## src/rtl/bb_pkg.sv

```systemverilog
// Shared constants and types for the bit-blade dot-product sequencer.
//   N_LANES  operand pairs per vector
//   OP_W     operand width, sliced into NB blades of BLADE_W bits
//   PE_OUT_W width of the PE array sum (two's complement)
//   PE_LAT   PE register latency from issue to pe_out
//   ACC_W    signed width of the accumulated dot product
package bb_pkg;

  localparam int N_LANES  = 16;
  localparam int OP_W     = 8;
  localparam int BLADE_W  = 2;
  localparam int NB       = OP_W / BLADE_W;
  localparam int BIDX_W   = $clog2(NB);
  localparam int CNT_W    = 2 * BIDX_W;
  localparam int PE_OUT_W = 10;
  localparam int PE_LAT   = 1;
  localparam int ACC_W    = 2 * OP_W + $clog2(N_LANES) + 1;

  typedef enum logic [1:0] {
    IDLE,
    ISSUE,
    DRAIN,
    DONE
  } state_e;

  // Left-shift applied to a PE sum: blade weights 2^(2i) * 2^(2j).
  typedef logic [3:0] tag_t;

  function automatic tag_t shift_tag(input logic [BIDX_W-1:0] i, input logic [BIDX_W-1:0] j);
    return tag_t'(BLADE_W * (int'(i) + int'(j)));
  endfunction

endpackage

```

## src/rtl/bb_blade_seq_dotp8_if.sv

```systemverilog
// Bundle of the sequencer's operand stream, result stream and PE-array bus.
//   s_*    operand vector handshake (valid/ready) with x/w lanes and signedness
//   pe_*   blade operands and sign flags toward the PE array, pe_out back
//   m_*    dot-product result handshake (valid/ready)
// Modport master is the sequencer side; slave is the surrounding environment.
interface bb_blade_seq_dotp8_if;
  import bb_pkg::*;

  logic                          s_valid;
  logic                          s_ready;
  logic [N_LANES*OP_W-1:0]       s_x;
  logic [N_LANES*OP_W-1:0]       s_w;
  logic                          s_x_signed;
  logic                          s_w_signed;

  logic [N_LANES*BLADE_W-1:0]    pe_in1;
  logic [N_LANES-1:0]            pe_sn1;
  logic [N_LANES*BLADE_W-1:0]    pe_in2;
  logic [N_LANES-1:0]            pe_sn2;
  logic signed [PE_OUT_W-1:0]    pe_out;

  logic                          m_valid;
  logic                          m_ready;
  logic signed [ACC_W-1:0]       m_data;

  modport master (
    input  s_valid, s_x, s_w, s_x_signed, s_w_signed, pe_out, m_ready,
    output s_ready, pe_in1, pe_sn1, pe_in2, pe_sn2, m_valid, m_data
  );

  modport slave (
    output s_valid, s_x, s_w, s_x_signed, s_w_signed, pe_out, m_ready,
    input  s_ready, pe_in1, pe_sn1, pe_in2, pe_sn2, m_valid, m_data
  );

endinterface

```

## src/rtl/bb_blade_slice.sv

```systemverilog
// Combinational blade selector for one operand side.
//   ops        N_LANES packed operands, lane k at [OP_W*k +: OP_W]
//   idx        blade index (0 = least significant blade)
//   is_signed  operands are two's complement
//   blades     selected blade of every lane, lane k at [BLADE_W*k +: BLADE_W]
//   sn         per-lane sign flag: only the MSB blade of a signed operand is negative-weighted
module bb_blade_slice
  import bb_pkg::*;
(
  input  logic [N_LANES*OP_W-1:0]    ops,
  input  logic [BIDX_W-1:0]          idx,
  input  logic                       is_signed,
  output logic [N_LANES*BLADE_W-1:0] blades,
  output logic [N_LANES-1:0]         sn
);

  logic msb_blade;

  assign msb_blade = (idx == BIDX_W'(NB - 1));

  always_comb begin
    blades = '0;
    sn     = '0;
    for (int k = 0; k < N_LANES; k++) begin
      blades[k*BLADE_W +: BLADE_W] = ops[k*OP_W + int'(idx)*BLADE_W +: BLADE_W];
      sn[k]                        = is_signed & msb_blade;
    end
  end

endmodule

```

## src/rtl/bb_blade_seq_dotp8.sv

```systemverilog
// Bit-blade dot-product sequencer.
// Accepts one vector pair (x, w) of N_LANES operands, sweeps all NB*NB blade
// pairs (i, j) through the external PE array and shift-accumulates each PE sum
// by 2*(i+j) into a signed ACC_W-bit dot product.
//   clk, rst   clock and asynchronous active-high reset
//   bus        operand stream in, PE bus out/in, result stream out (master side)
//   busy       high whenever the sequencer is not idle
module bb_blade_seq_dotp8
  import bb_pkg::*;
(
  input  logic                 clk,
  input  logic                 rst,
  bb_blade_seq_dotp8_if.master bus,
  output logic                 busy
);

  state_e                     state, state_nxt;
  logic [CNT_W-1:0]           cnt;
  logic                       accept;
  logic                       issue_p0;
  logic                       cnt_last;
  logic                       drain_last;
  logic                       result_hs;

  logic [N_LANES*OP_W-1:0]    x_hold, w_hold;
  logic                       x_signed, w_signed;

  logic [BIDX_W-1:0]          i_idx, j_idx;
  logic [N_LANES*BLADE_W-1:0] x_blades, w_blades;
  logic [N_LANES-1:0]         x_sn, w_sn;

  tag_t                       tag_p0;
  tag_t                       tag_pipe [PE_LAT];
  logic [PE_LAT-1:0]          vld_pipe;

  logic signed [ACC_W-1:0]    acc, acc_nxt;

  // Sign-extend a PE sum to the accumulator width and apply its blade weight.
  function automatic logic signed [ACC_W-1:0] scale_pe(
    input logic signed [PE_OUT_W-1:0] v,
    input tag_t                       sh
  );
    logic signed [ACC_W-1:0] ext;
    ext = {{(ACC_W-PE_OUT_W){v[PE_OUT_W-1]}}, v};
    return ext <<< sh;
  endfunction

  // x blade index is the upper half of cnt, w blade index the lower half,
  // so each x blade is held while all w blades go past.
  assign i_idx      = cnt[CNT_W-1 -: BIDX_W];
  assign j_idx      = cnt[BIDX_W-1:0];
  assign cnt_last   = (cnt == '1);
  assign drain_last = (cnt == CNT_W'(PE_LAT - 1));
  assign accept     = (state == IDLE) && bus.s_valid;
  assign result_hs  = bus.m_valid && bus.m_ready;
  assign tag_p0     = shift_tag(i_idx, j_idx);

  bb_blade_slice u_x_slice (
    .ops       (x_hold),
    .idx       (i_idx),
    .is_signed (x_signed),
    .blades    (x_blades),
    .sn        (x_sn)
  );

  bb_blade_slice u_w_slice (
    .ops       (w_hold),
    .idx       (j_idx),
    .is_signed (w_signed),
    .blades    (w_blades),
    .sn        (w_sn)
  );

  always_ff @(posedge clk or posedge rst) begin
    if (rst) begin
      state <= IDLE;
    end else begin
      state <= state_nxt;
    end
  end

  always_comb begin
    state_nxt = state;
    unique case (state)
      IDLE:    if (bus.s_valid) state_nxt = ISSUE;
      ISSUE:   if (cnt_last)    state_nxt = DRAIN;
      DRAIN:   if (drain_last)  state_nxt = DONE;
      DONE:    if (bus.m_ready) state_nxt = IDLE;
      default: state_nxt = IDLE;
    endcase
  end

  // Blade operands are forced to zero outside ISSUE so the PE array idles on zeros.
  always_comb begin
    issue_p0    = (state == ISSUE);
    bus.s_ready = (state == IDLE);
    busy        = (state != IDLE);
    bus.pe_in1  = issue_p0 ? x_blades : '0;
    bus.pe_sn1  = issue_p0 ? x_sn     : '0;
    bus.pe_in2  = issue_p0 ? w_blades : '0;
    bus.pe_sn2  = issue_p0 ? w_sn     : '0;
  end

  // ---- issue (p0) -> PE result (after PE_LAT) boundary ----
  assign acc_nxt = acc + (vld_pipe[PE_LAT-1] ? scale_pe(bus.pe_out, tag_pipe[PE_LAT-1])
                                             : '0);

  always_ff @(posedge clk or posedge rst) begin
    if (rst) begin
      cnt         <= '0;
      vld_pipe    <= '0;
      acc         <= '0;
      bus.m_valid <= 1'b0;
      bus.m_data  <= '0;
    end else begin
      vld_pipe[0] <= issue_p0;
      for (int s = 1; s < PE_LAT; s++) begin
        vld_pipe[s] <= vld_pipe[s-1];
      end

      unique case (state)
        IDLE:    if (accept) cnt <= '0;
        ISSUE:   cnt <= cnt_last ? '0 : cnt + 1'b1;
        DRAIN:   cnt <= cnt + 1'b1;
        default: cnt <= cnt;
      endcase

      if (accept) begin
        acc <= '0;
      end else begin
        acc <= acc_nxt;
      end

      // The last delayed product lands in the final DRAIN cycle, so the
      // result register takes acc_nxt rather than acc.
      if ((state == DRAIN) && drain_last) begin
        bus.m_data  <= acc_nxt;
        bus.m_valid <= 1'b1;
      end else if (result_hs) begin
        bus.m_valid <= 1'b0;
      end
    end
  end

  // Operand hold and shift-tag delay line carry data only; the valid bits
  // above decide whether their contents are ever used.
  always_ff @(posedge clk) begin
    if (accept) begin
      x_hold   <= bus.s_x;
      w_hold   <= bus.s_w;
      x_signed <= bus.s_x_signed;
      w_signed <= bus.s_w_signed;
    end
    tag_pipe[0] <= tag_p0;
    for (int s = 1; s < PE_LAT; s++) begin
      tag_pipe[s] <= tag_pipe[s-1];
    end
  end

endmodule
```

## src/flat_wrapper.sv

```systemverilog
// flat-port wrapper written by rule: the top's interface ports become plain ports
module bb_blade_seq_dotp8_flat import bb_pkg::*;
  (clk, rst, busy, bus_s_valid, bus_s_x, bus_s_w, bus_s_x_signed, bus_s_w_signed, bus_pe_out, bus_m_ready, bus_s_ready, bus_pe_in1, bus_pe_sn1, bus_pe_in2, bus_pe_sn2, bus_m_valid, bus_m_data);
  bb_blade_seq_dotp8_if bus_i ();
  input  logic clk;
  input  logic rst;
  output logic busy;
  input wire logic [$bits(bus_i.s_valid)-1:0] bus_s_valid;
  input wire logic [$bits(bus_i.s_x)-1:0] bus_s_x;
  input wire logic [$bits(bus_i.s_w)-1:0] bus_s_w;
  input wire logic [$bits(bus_i.s_x_signed)-1:0] bus_s_x_signed;
  input wire logic [$bits(bus_i.s_w_signed)-1:0] bus_s_w_signed;
  input wire logic [$bits(bus_i.pe_out)-1:0] bus_pe_out;
  input wire logic [$bits(bus_i.m_ready)-1:0] bus_m_ready;
  output wire logic [$bits(bus_i.s_ready)-1:0] bus_s_ready;
  output wire logic [$bits(bus_i.pe_in1)-1:0] bus_pe_in1;
  output wire logic [$bits(bus_i.pe_sn1)-1:0] bus_pe_sn1;
  output wire logic [$bits(bus_i.pe_in2)-1:0] bus_pe_in2;
  output wire logic [$bits(bus_i.pe_sn2)-1:0] bus_pe_sn2;
  output wire logic [$bits(bus_i.m_valid)-1:0] bus_m_valid;
  output wire logic [$bits(bus_i.m_data)-1:0] bus_m_data;
  assign bus_i.s_valid = bus_s_valid;
  assign bus_i.s_x = bus_s_x;
  assign bus_i.s_w = bus_s_w;
  assign bus_i.s_x_signed = bus_s_x_signed;
  assign bus_i.s_w_signed = bus_s_w_signed;
  assign bus_i.pe_out = bus_pe_out;
  assign bus_i.m_ready = bus_m_ready;
  assign bus_s_ready = bus_i.s_ready;
  assign bus_pe_in1 = bus_i.pe_in1;
  assign bus_pe_sn1 = bus_i.pe_sn1;
  assign bus_pe_in2 = bus_i.pe_in2;
  assign bus_pe_sn2 = bus_i.pe_sn2;
  assign bus_m_valid = bus_i.m_valid;
  assign bus_m_data = bus_i.m_data;
  bb_blade_seq_dotp8 u_core (.clk(clk), .rst(rst), .bus(bus_i), .busy(busy));
endmodule
```

## config.mk

```make
export PLATFORM = sky130hd
export DESIGN_NAME = bb_blade_seq_dotp8_flat
export DESIGN_NICKNAME = d
export VERILOG_FILES = /design/src/rtl/bb_pkg.sv /design/src/rtl/bb_blade_seq_dotp8_if.sv /design/src/rtl/bb_blade_slice.sv /design/src/rtl/bb_blade_seq_dotp8.sv /design/src/flat_wrapper.sv
export SDC_FILE = /design/constraint.sdc
export NUM_CORES = 1
export LEC_CHECK = 0
export CELL_PAD_IN_SITES_DETAIL_PLACEMENT = 0
export CELL_PAD_IN_SITES_GLOBAL_PLACEMENT = 2
export CORE_AREA = 2 2 202 204
export CTS_BUF_LIST = sky130_fd_sc_hd__clkbuf_4 sky130_fd_sc_hd__clkbuf_8
export DETAILED_ROUTE_END_ITERATION = 10
export DIE_AREA = 0 0 204 206
export PLACE_DENSITY = 0.83
export SETUP_SLACK_MARGIN = 0.3
export SLEW_MARGIN = 0
export SYNTH_ARGS = -nofsm -noshare
export SYNTH_HDL_FRONTEND = slang
export SYNTH_SLANG_ARGS = --single-unit
```

## constraint.sdc

```tcl
create_clock -name clk -period 12.4 [get_ports clk]
set_clock_uncertainty 0.15 [all_clocks]
set_input_delay 3.72 -clock clk [delete_from_list [all_inputs] [get_ports clk]]
set_output_delay 3.72 -clock clk [all_outputs]
set_load 0.02 [all_outputs]
```

==> reports/qor.txt <==
status = completed
worst hold path type = flop to flop
Port Buffers = 391
H-tree levels = 2
fillers = 3551
Crit path arrival time = 3.20 ns
overall die width = 204 µm
Reg power frac = 0.398
clock buffer depth = 3
final core occ = 0.464
Startpoint Class = flop
post-synth top area cell = edfxtp_1
Worst VDD drop = 0.109 mV
Final period util = 0.570
Die H = 206 µm
Post-Route WL = 35500 µm
clock share of power = 0.247
endpoints failing hold = 0
drt drc = 0
FF-to-FF Start = u_core.tag_pipe[0][2]
syn nets = 1127
dpl hpwl = 25400 µm
register area share after synthesis = 0.680
Max transition margin = 0.315
Root Driver = clkbuf_8
Worst Path Max Fanout = 69
Worst Hold Path Cells = 2
first-pass GRT wire length = 51800 µm
RSZ-0062 raised after global routing = no
CTS clk-pin slew, worst paths = 0.06 ns
antenna violations before repair = 8
CTS tree = done
critical path type = flop to output port
Switching Share = 0.333
hold path endpoint = u_core.bus.m_data[2]
row cnt = 74
register bit total from synthesis = 311
Worst-Margin Slew = 1.03 ns
vias in the first global route = 8814
Post-Syn Instances = 826
worst reg-to-reg path cell count = 12
Antenna Nets Post-Route = 0
final slew viol count = 0
hold path start = u_core.bus.m_data[2]
Final setup viols = 0
drt initial violations = 375
largest net degree at the start of global routing = 86
Multi-input gate area = 3830 µm²
clk sink count = 311
Pint = 2.51 mW
Crit path required time = 8.53 ns
post-route minimum period = 7.07 ns
DRT Pass-1 Iters = 6
Synth cell types = 53
Syn-to-layout area delta = 40.0%
CP endpoint kind = output port
area share of the largest cell type after synthesis = 0.581
Skew-Pair Late Insertion Delay = 0.60 ns
yosys warns = 0
GP Congestion = 0.898
worst reg2reg endpoint = u_core.acc[18]
Tot GR Track Use = 0.167
fraction of final layout cells sized beyond drive strength 1 = 0.145
die area = 42000 µm²
Synth area leaders = edfxtp_1, mux4_2, dfrtp_1
Mean Syn Cell Area = 16.1 µm²
EDFF count, synth = 258
FF-to-FF setup slack = 8.83 ns
Maximum Capacitance Violations = 0
vias per inst = 4.65
PwrDens = 202 nW/µm²
Register Area = 9060 µm²
Starting Density = 0.332
Post-Route Setup TNS = 0 ns
Leak Pwr = 6.48 nW
Post-CTS Setup Bufs = 0
core area = 40200 µm²
Synth async-reset ratio = 0.161
f_max = 141 MHz
CTS buffer count = 53
Switch Pwr = 1.26 mW
via count = 8298
GR Overflow Total = 0
Resize count post-CTS = 0
mean routed wirelength per cell = 19.9 µm
final net count = 1512
hold-fix buffers at CTS = 0
Mapped Area = 13300 µm²
top_reg_cell synth = edfxtp_1
Ports = 392
combinational power share = 0.354
[through the flow]
step | total power [mW] | hold WS (ns) | setup WS (ns) | instance area [µm²] | std cells
after CTS | 3.83 | 0.334 | 5.21 | 18700 | 1782
after global routing | 3.99 | 0.346 | 5.08 | 18700 | 1782
after global placement | 2.86 | 0.314 | 5.52 | 17600 | 1688
final | 3.77 | 0.326 | 5.33 | 18700 | 1783
after detailed placement | 2.88 | 0.321 | 5.56 | 17600 | 1688
after floorplan | 2.38 | 0.345 | 0.481 | 13300 | 826
[sequential cells by signal, indices dropped and copies added, names as in the netlist]
| name | count |
|---|---|
| u_core.acc | 21 |
| u_core.bus.m_data | 21 |
| u_core.bus.m_valid | 1 |
| u_core.cnt | 4 |
| u_core.state | 2 |
| u_core.tag_pipe | 3 |
| u_core.vld_pipe | 1 |
| u_core.w_hold | 128 |
| u_core.w_signed | 1 |
| u_core.x_hold | 128 |
| u_core.x_signed | 1 |
[cell usage in the layout, fill, tap and decap left out, drive strengths merged, types with 3 or more instances in the layout]
master and instances:
clkdlybuf4s50 391, mux4 65, o21ai 36, dfrtp 50, a21boi 7, and2 68, ha 27, nor2b 6
nand3 7, a21oi 31, dfxtp 3, a211oi 6, xnor2 10, nor3 4, nand2 54, buf 9
nor3b 4, a31oi 5, mux2 5, clkinv 19, xor2 10, nand4 6, a21o 4, inv 16
o211ai 5, edfxtp 258, mux2i 7, clkbuf 70, bufinv 3, nor2 42
[cells by family (layout without fill, tap and decap cells)]
family,Yosys count,count (layout),share of synthesized area
other,0,1,0
AOI/OAI and AO/OA,105,105,0.0502
DFF,311,311,0.680
and+or+nand+nor,200,200,0.0757
muxes,77,77,0.119
adders and majority gates,29,29,0.0283
buffers and inverters,84,508,0.0337
xor gates and xnor gates,20,20,0.0131
[Yosys cell counts (3+ instances only)]
cell type	number
nor3_1	4
dfrtp_1	50
nand2_1	54
xnor2_1	10
nor3b_1	4
and2_1	68
o21ai_0	16
buf_1	6
nand3_1	7
o21ai_1	17
o21ai_2	3
o211ai_1	4
buf_2	14
nand4_1	6
buf_4	31
a21oi_1	28
dfxtp_1	3
edfxtp_1	258
mux4_2	65
nor2_1	42
inv_1	14
a21oi_2	3
a31oi_1	5
clkbuf_1	19
ha_1	27
a21boi_0	7
mux2_2	4
nor2b_1	5
xor2_1	10
a211oi_1	5
mux2i_1	7
[layout make-up]
| type | count | area share |
|---|---|---|
| multi-input cells | 431 | 0.205 |
| repair buffers | 400 | 0.213 |
| clock buffers | 70 | 0.0466 |
| diodes | 1 | 0.000134 |
| inverters | 14 | 0.00282 |
| clock inverters | 24 | 0.0104 |
| well taps | 532 | 0.0357 |
| flip-flops and latches | 311 | 0.486 |
[power groups by stage]
| stage | logic [mW] | clock network [mW] | registers, mW |
|---|---|---|---|
| floorplan | 0.815 | 0 | 1.56 |
| detailed placement | 1.35 | 0 | 1.53 |
| finish | 1.34 | 0.932 | 1.50 |
| CTS | 1.36 | 0.966 | 1.51 |
| global placement | 1.34 | 0 | 1.52 |
| global route | 1.46 | 1.01 | 1.52 |
[routing by layer]
layer,up-vias,share of wire,global-route usage
met2,316,0.50,0.287
met5,-,0.0018,0
met3,69,0.095,0.0722
met1,4012,0.38,0.188
li1,3891,-,-
met4,10,0.023,0.0525
[critical path: stages (launching register included)]
cell and delay (ns):
dfrtp_1 0.41, inv_1 0.09, ha_2 0.16, buf_4 0.60, and4_1 0.60, clkdlybuf4s50_1 0.70
[how the worst max path moves through the flow]
stage / start / end / slack, ns / depth (start not counted)
after floorplan: bus_s_valid / u_core.w_hold[0] / 0.48 / 2
after detailed placement: bus_pe_out[8] / u_core.acc[15] / 5.56 / 13
final: u_core.state[1] / bus_pe_sn1[11] / 5.33 / 5
after global routing: u_core.state[1] / bus_pe_sn1[2] / 5.08 / 5
after CTS: u_core.state[1] / bus_pe_sn1[11] / 5.21 / 5
after global placement: bus_pe_out[4] / u_core.acc[15] / 5.52 / 13
No activity file was read; power rests on OpenSTA's default activity.
